[src/rtl/image_rom_arbiter.sv]
// image_rom_arbiter: shares one ImageRom port between the raster
// reader (strict priority) and a valid/ready processing engine.
module image_rom_arbiter #(
    parameter int WIDTH      = 640,
    parameter int HEIGHT     = 480,
    parameter int ADDR_W     = 19,
    parameter int ROM_LAT    = 1,
    parameter int FIFO_DEPTH = 4
) (
    input  logic              clk,
    input  logic              reset,
    input  logic              disp_req,
    input  logic [ADDR_W-1:0] disp_addr,
    output logic              disp_valid,
    output logic [7:0]        disp_data,
    input  logic              proc_req_valid,
    output logic              proc_req_ready,
    input  logic [ADDR_W-1:0] proc_addr,
    output logic              proc_rsp_valid,
    input  logic              proc_rsp_ready,
    output logic [7:0]        proc_rsp_data,
    output logic              oob_err,
    output logic [ADDR_W-1:0] rom_addr,
    input  logic [7:0]        rom_q
);

    localparam int CW = $clog2(FIFO_DEPTH) + 1;
    localparam int PW = $clog2(FIFO_DEPTH);
    localparam logic [ADDR_W:0] PIX =
        (ADDR_W+1)'(WIDTH * HEIGHT);
    localparam logic [CW:0] DEPTH_C =
        (CW+1)'(FIFO_DEPTH);

    typedef enum logic [1:0] {
        G_NONE = 2'd0,
        G_DISP = 2'd1,
        G_PROC = 2'd2
    } grant_t;

    typedef struct packed {
        grant_t g;
        logic   oob;
    } tag_t;

    grant_t            grant;
    tag_t              tag_in;
    tag_t              tag_q [ROM_LAT];
    tag_t              tag_out;
    logic [ADDR_W-1:0] addr_q;
    logic              oob_hit;
    logic [CW-1:0]     inflight;
    logic [CW:0]       used;

    logic [7:0]    mem [FIFO_DEPTH];
    logic [PW-1:0] wr_ptr;
    logic [PW-1:0] rd_ptr;
    logic [CW-1:0] count;
    logic [CW-1:0] count_next;
    logic          rsp_valid_q;
    logic          push;
    logic          pop;

    assign oob_hit = {1'b0, proc_addr} >= PIX;
    assign tag_out = tag_q[ROM_LAT-1];

    // Count processing reads still travelling through the ROM.
    always_comb begin
        inflight = '0;
        for (int i = 0; i < ROM_LAT; i++) begin
            if (tag_q[i].g == G_PROC) begin
                inflight = inflight + CW'(1);
            end
        end
    end

    // Credit check: every accepted read has a guaranteed FIFO slot.
    always_comb begin
        used = {1'b0, inflight} + {1'b0, count};
        proc_req_ready = reset && !disp_req &&
                         (used < DEPTH_C);
    end

    // Grant and ROM address mux; idle cycles hold the last address.
    always_comb begin
        grant    = G_NONE;
        rom_addr = addr_q;
        if (disp_req) begin
            grant    = G_DISP;
            rom_addr = disp_addr;
        end else if (proc_req_valid && proc_req_ready) begin
            grant    = G_PROC;
            rom_addr = proc_addr;
        end
        tag_in.g   = grant;
        tag_in.oob = (grant == G_PROC) && oob_hit;
    end

    // Tag shift register aligned with ROM read latency.
    always_ff @(posedge clk or negedge reset) begin
        if (!reset) begin
            for (int i = 0; i < ROM_LAT; i++) begin
                tag_q[i] <= '0;
            end
            addr_q <= '0;
        end else begin
            tag_q[0] <= tag_in;
            for (int i = 1; i < ROM_LAT; i++) begin
                tag_q[i] <= tag_q[i-1];
            end
            addr_q <= rom_addr;
        end
    end

    // Display output register; data holds between display beats.
    always_ff @(posedge clk or negedge reset) begin
        if (!reset) begin
            disp_valid <= 1'b0;
            disp_data  <= '0;
        end else begin
            disp_valid <= (tag_out.g == G_DISP);
            if (tag_out.g == G_DISP) begin
                disp_data <= rom_q;
            end
        end
    end

    // Sticky out-of-range flag, set on acceptance.
    always_ff @(posedge clk or negedge reset) begin
        if (!reset) begin
            oob_err <= 1'b0;
        end else if (tag_in.oob) begin
            oob_err <= 1'b1;
        end
    end

    assign push = (tag_out.g == G_PROC);
    assign pop  = rsp_valid_q && proc_rsp_ready;

    // Next occupancy; push with pop keeps the count.
    always_comb begin
        count_next = count;
        case ({push, pop})
            2'b10:   count_next = count + CW'(1);
            2'b01:   count_next = count - CW'(1);
            default: count_next = count;
        endcase
    end

    // Response FIFO storage, pointers and registered valid.
    always_ff @(posedge clk or negedge reset) begin
        if (!reset) begin
            for (int i = 0; i < FIFO_DEPTH; i++) begin
                mem[i] <= '0;
            end
            wr_ptr      <= '0;
            rd_ptr      <= '0;
            count       <= '0;
            rsp_valid_q <= 1'b0;
        end else begin
            if (push) begin
                mem[wr_ptr] <= tag_out.oob ? 8'h00 : rom_q;
                wr_ptr      <= wr_ptr + PW'(1);
            end
            if (pop) begin
                rd_ptr <= rd_ptr + PW'(1);
            end
            count       <= count_next;
            rsp_valid_q <= (count_next != '0);
        end
    end

    assign proc_rsp_valid = rsp_valid_q;
    assign proc_rsp_data  = mem[rd_ptr];

endmodule

[config.mk]
export PLATFORM = sky130hd
export DESIGN_NAME = image_rom_arbiter
export DESIGN_NICKNAME = d
export VERILOG_FILES = /design/src/rtl/image_rom_arbiter.sv
export SDC_FILE = /design/constraint.sdc
export NUM_CORES = 1
export LEC_CHECK = 0
export ABC_AREA = 1
export CAP_MARGIN = 40
export CORE_ASPECT_RATIO = 0.75
export CORE_MARGIN = 2
export CORE_UTILIZATION = 44
export CTS_CLUSTER_DIAMETER = 150
export CTS_CLUSTER_SIZE = 14
export DETAILED_ROUTE_END_ITERATION = 6
export PLACE_DENSITY = 0.74
export SYNTH_ARGS = -nofsm -noshare
export SYNTH_HDL_FRONTEND = slang
export SYNTH_SLANG_ARGS = --single-unit
[constraint.sdc]
create_clock -name clk -period 1.9 [get_ports clk]
set_clock_uncertainty 0.15 [all_clocks]
set_input_delay 0.285 -clock clk [delete_from_list [all_inputs] [get_ports clk]]
set_output_delay 0.285 -clock clk [all_outputs]
set_load 0.02 [all_outputs]
==> results.cfg, run 1 <==
[outcome]
status = finished with violations
violations = negative setup slack

[logic_synthesis]
synth-seq-cells = 72
synth_simple_gate_area_share_pct = 20.8
netlist_instances = 389
avgSynthCellArea_um2 = 9.07
syn-num-nets = 446
ys.flop_type = dfrtp_1
synth.mux.area_fraction_pct = 10.2
yosysWarningCount = 0
yosys.area_share.adder_pct = 2.34
syn_area_mm2 = 0.00353
synth_edf_count = 0
synthDistinctLibCells = 19
async_reset_ff_share_pct = 100
synth_seq_area_share_pct = 51.1
synth_top_family_by_area = simple AND/OR/NAND/NOR gates
synth_compound_area_share_pct = 5.39
synth_xor_area_share_pct = 0.993

[cells_and_area]
drive_above_1_share_pct = 41.6
utilization_pct = 70.8
fill_cells = 564
layout.nets = 591
multi_input_area_mm2 = 0.00172
seq_area_mm2 = 0.00180
area_growth_pct = 57.5
n_antenna_cell = 0
instances_no_fill = 644

[grt]
grt_pass1_wl_um = 15100
first_global_vias = 3224
grt_use_total_pct = 22.9
overflow = 0
grt_max_degree = 63
antenna_found_initial = 1

[cts]
tritoncts = yes
cts_sinks = 72
clk_pin_slew_ns = 0.07
clock-root-buffer = clkbuf_8
cts.htree.levels = 3
cts_buffer_depth = 2
clkLatencyLatePin_ns = 0.35
cts_buffers = 9

[drt]
finalWirelength_um = 10300
drtIter0Drc = 168
via_per_inst = 5.16
drcViolationCount = 0
via_count = 3320
antenna_left = 0
post_drt_wl_per_cell_um = 16.0
dr.pass1.iters = 5

[sta]
rsz0062_at_grt = true
hold_violations = 0
layout_setup_ws_ns = -0.165
fmax_mhz = 484
worst_slew_pin_slew_ns = 0.375
setup_viol = 23
fin_crit_sh_pct = 109
min_period_ns = 2.06
final_max_slew_viol_count = 0
relSlewSlack_pct = 74.9

[placement]
pre_cts_ws_ns = -0.682
port_buffers = 89
hpwl_um = 6370
placed_cells = 597
place_congestion = 0.949

[power_and_ir_drop]
leakage_nw = 2.85
ir_drop_uv = 648
power_density_mw_per_mm2 = 1150
total_power_mw = 6.39

[setup_path]
crit_required_ns = 1.46
path_cells = inv_2 -> nand4_1 -> buf_6 -> nand3_4 -> buf_8 -> nand2_1 -> nand3_2 -> nand2_2 -> buf_6
cp-start-kind = flip-flop
cp-end-kind = output pin
crit_arrival_ns = 1.63
ff2ff_setup_slack_ns = -0.12
critPathSlowestCell = dfrtp_1
critPathMaxStageDelay_ns = 0.38
crit_top_cell = buf_6
path_class = flip-flop to output pin
path_max_fanout = 8

[floorplanning]
rows = 28
dieArea_mm2 = 0.00876
die_y_um = 81.6
start_util_pct = 45.0
io_pins = 90
core_area_mm2 = 0.00785
die_w_um = 107

[flow_run]
drv_cap = 0

[hold_path]
holdCritPathClass = input pin to async pin
cells in the mapped netlist (all sizes together), types with 5 or more instances:
cell,count,share of area [%]
buf,13,1.7
clkbuf,5,0.53
dfrtp,72,51
ha,5,1.8
inv,65,6.9
mux2,32,10
nand2,78,8.5
nand3,19,2.7
nand4,21,3.7
nor2,38,5.9
o21ai,27,3.8
o22ai,8,1.4
stage by stage:
step,TNS [ns],cell area [um^2],hold WS [ns]
after floorplan,0,3540,-0.161
after global placement,-12.97,4710,0.102
after detailed placement,-14.06,4740,0.104
after CTS,-4.00,5180,0.270
after global routing,-5.00,5560,0.262
final,-3.03,5560,0.286
worst max-delay path: cells and delay by family (launching register included):
kind	cells	cell delay, ns
buffers and inverters	4	0.50
and+or+nand+nor	5	0.39
DFF	1	0.38
where the power goes:
part | switching, mW | total (mW) | internal, mW | leakage [nW]
registers | 0.265 | 2.22 | 1.96 | 0.904
logic | 1.53 | 2.93 | 1.40 | 1.84
clock network | 0.569 | 1.24 | 0.673 | 0.101
repair_timing:
item                       in CTS  in global routing
hold endpoints to repair       10                  0
hold buffers                    1                  0
setup endpoints to repair      29                 32
setup buffers                  22                  6
pin swaps                      16                 29
gates cloned                    3                  1
gates resized for setup       182                104
worst paths after layout:
check                                     start                       end  depth (start not counted)
max in group asynchronous                 reset       addr_q[6]$_DFF_PN0_                          5
min reg2reg                 oob_err$_DFFE_PN0P_       oob_err$_DFFE_PN0P_                          2
max reg2reg                tag_out[1]$_DFF_PN0_       addr_q[8]$_DFF_PN0_                         13
min                                       reset  disp_data[0]$_DFFE_PN0P_                          3
min in group clk                       disp_req      tag_out[1]$_DFF_PN0_                          2
max                        tag_out[1]$_DFF_PN0_               rom_addr[5]                          9
registers in the layout (all words and copies together) (netlist names):
name	count
proc_rsp_valid	1
addr_q	19
disp_valid	1
oob_err	1
rd_ptr	2
mem	32
count	3
wr_ptr	2
tag_out	3
disp_data	8
cell type report:
cell class | count | share of cell area, %
Clock buffer | 11 | 2.72
Inverter | 65 | 4.44
Tap cell | 105 | 2.36
Multi-Input combinational cell | 234 | 31.0
Timing Repair Buffer | 152 | 26.0
Sequential cell | 72 | 32.4
Clock inverter | 5 | 0.991
logic make-up after synthesis:
group                    count (synthesis)
AO/OA/AOI/OAI                           36
XOR/XNOR                                 4
adder cells (fa/ha/maj)                  6
buffers and inverters                   83
flip-flops                              72
multiplexers                            32
AND/OR/NAND/NOR                        156
cell usage in the layout, fill, tap and decap left out, types with 5 or more instances in the layout:
master and instances:
nand2_4 5, mux2_2 32, nor2_1 25, nor2_2 5, buf_4 52, inv_1 60, o21ai_1 11, clkbuf_8 11
nand3_2 15, nand2_2 32, buf_6 35, dfrtp_1 72, o22ai_2 7, nand4_1 21, o21ai_0 12, clkdlybuf4s50_1 59
nand2_1 41
layer usage:
metal	vias to the layer above	wire length, um	global-route usage, %
li1	1537	-	-
met1	1599	4120	27.4
met2	164	5200	39.2
met3	20	871	8.33
met4	0	124	7.31
met5	-	0	0
No activity file was read; power rests on OpenSTA's default activity.
==> run 2: changes to the inputs <==
--- a/config.mk
+++ b/config.mk
@@ -13,7 +13,8 @@
 export CTS_CLUSTER_DIAMETER = 150
 export CTS_CLUSTER_SIZE = 14
 export DETAILED_ROUTE_END_ITERATION = 6
-export PLACE_DENSITY = 0.74
+export PLACE_DENSITY = 0.76
+export SLEW_MARGIN = 20
 export SYNTH_ARGS = -nofsm -noshare
 export SYNTH_HDL_FRONTEND = slang
 export SYNTH_SLANG_ARGS = --single-unit
==> run 2 against run 1 <==
The run still ends with negative setup slack left. Fmax shrank 2.1%. Count of clock-buffer cells in the layout shrank 2. Global-route usage is essentially flat. Largest power group unchanged. Highest routed layer unchanged. Final cell count shrank 0.78%. Combinational power shrank 11%.
==> results.cfg, run 2 (same netlist as run 1, synthesis figures left out) <==
[grt]
antenna_found_initial = 0
grt_pass1_wl_um = 15400
grt_use_total_pct = 22.9
grt_max_degree = 38
first_global_vias = 3201
overflow = 0

[power_and_ir_drop]
clkPwrFrac_pct = 21.6
ir_drop_uv = 561
leakage_nw = 2.79
total_power_mw = 6.11
power_density_mw_per_mm2 = 1130
p_seq_share_pct = 35.7
combPwrFrac_pct = 42.7
intPower_mw = 3.91
swShare_pct = 36.0
switchingPower_mw = 2.20

[sta]
fmax_mhz = 474
worst_slew_pin_slew_ns = 0.492
fin_crit_sh_pct = 111
whs_ns = 0.326
relSlewSlack_pct = 67.2
rsz0062_at_grt = true
hold_violations = 0
final_max_slew_viol_count = 0
min_period_ns = 2.11
layout_setup_ws_ns = -0.210
setup_viol = 21

[floorplanning]
io_pins = 90
die_w_um = 107
core_area_mm2 = 0.00785
start_util_pct = 45.0
dieArea_mm2 = 0.00876
rows = 28
die_y_um = 81.6

[setup_path]
path_cells = nor2_4 -> nand3_4 -> buf_12 -> nand2_1 -> nand3_2 -> nand2_2 -> buf_6
critPathSlowestCell = dfrtp_1
cp-start-kind = flip-flop
crit_arrival_ns = 1.67
cp-end-kind = output pin
crit_required_ns = 1.46
ff2ff_setup_slack_ns = -0.16
critPathMaxStageDelay_ns = 0.42
path_class = flip-flop to output pin
path_max_fanout = 7

[placement]
place_congestion = 0.896
port_buffers = 89
placed_cells = 596
hpwl_um = 6190

[cells_and_area]
mostFrequentLayoutCells = dfrtp_1, inv_1, clkdlybuf4s50_1
drive_above_1_share_pct = 36.3
layout_commonest_cell = dfrtp_1
largest_reg_flops = 32
layout.nets = 586
n_antenna_cell = 0
instances_no_fill = 639
area_growth_pct = 52.5
largest_register = mem
top_regs = mem: 32 flops, addr_q: 19 flops, disp_data: 8 flops

[cts]
cts_buffer_depth = 2
clock-root-buffer = clkbuf_8
tritoncts = yes
clk_pin_slew_ns = 0.08
cts.htree.levels = 3
cts_sinks = 72
clkLatencyLatePin_ns = 0.35
cts_buffers = 9

[drt]
drtIter0Drc = 204
via_per_inst = 5.08
antenna_left = 0
via_count = 3248
post_drt_wl_per_cell_um = 15.6
drcViolationCount = 0
finalWirelength_um = 9970
dr.pass1.iters = 4

[hold_path]
holdCritPathClass = input pin to flip-flop

[flow_run]
drv_cap = 0

[outcome]
status = finished with violations
violations = negative setup slack
run 2: cell types whose count changed in the layout (fill, tap and decap cells not counted), sizes merged:
cell,change
buf,-6
bufinv,+1
clkbuf,-1
clkinvlp,+1
run 2: what timing repair did:
action / CTS / global route
gates resized for setup: 184 / 48
cloned: 3 / 2
hold buffers: 1 / 0
endpoints found under the setup margin: 28 / 31
endpoints found under the hold margin: 35 / 0
pin swaps: 13 / 30
buffers inserted: 16 / 8
run 2: layout make-up:
type / count / area (um^2)
fillers: 577 / 2470
multi-input cells: 234 / 1600
clock buffers: 9 / 124
repair buffers: 147 / 1390
clock inverters: 7 / 96.3
inverters: 65 / 244
flip-flops and latches: 72 / 1800
well taps: 105 / 131
run 2: worst paths after layout:
check	endpoint	start	cells after the start
max	rom_addr[7]	count[2]$_DFF_PN0_	7
min	tag_out[1]$_DFF_PN0_	disp_req	2
max reg2reg	addr_q[11]$_DFF_PN0_	tag_out[1]$_DFF_PN0_	14
min reg2reg	disp_data[1]$_DFFE_PN0P_	disp_data[1]$_DFFE_PN0P_	2
max in group asynchronous	mem[31]$_DFFE_PN0P_	reset	4
min in group asynchronous	disp_data[2]$_DFFE_PN0P_	reset	3
run 2: through the flow:
stage          worst slack [ns]  utilization, %  TNS, ns  area (um^2)
3_3_place_gp             -0.654            60.1   -13.08         4720
3_5_place_dp             -0.675            60.3   -13.77         4740
4_1_cts                  -0.161            66.5    -3.06         5220
5_1_grt                  -0.303            68.6    -5.48         5380
2_1_floorplan            0.0153               -        0         3540
6_report                 -0.210            68.6    -3.52         5380
run 2: layer usage:
layer / up-vias / GRT usage, % / part of all wire, %
met1: 1578 / 28.4 / 42
met5: - / 0 / 0
met4: 0 / 6.92 / 1.3
met2: 137 / 39.1 / 49
met3: 14 / 7.14 / 7.6
li1: 1519 / - / -
run 2: critical path, delay by kind of cell, from the launching register on:
kind / cells / cell delay [ns]
buf+inv: 2 / 0.30
flops: 1 / 0.42
simple gates: 5 / 0.61
run 2: power groups by stage:
stage	clock network, mW	logic, mW	registers [mW]
5_1_grt	1.42	2.82	2.23
3_3_place_gp	0	2.28	2.16
6_report	1.32	2.61	2.18
2_1_floorplan	0	1.36	2.17
4_1_cts	1.35	2.41	2.17
3_5_place_dp	0	2.36	2.19
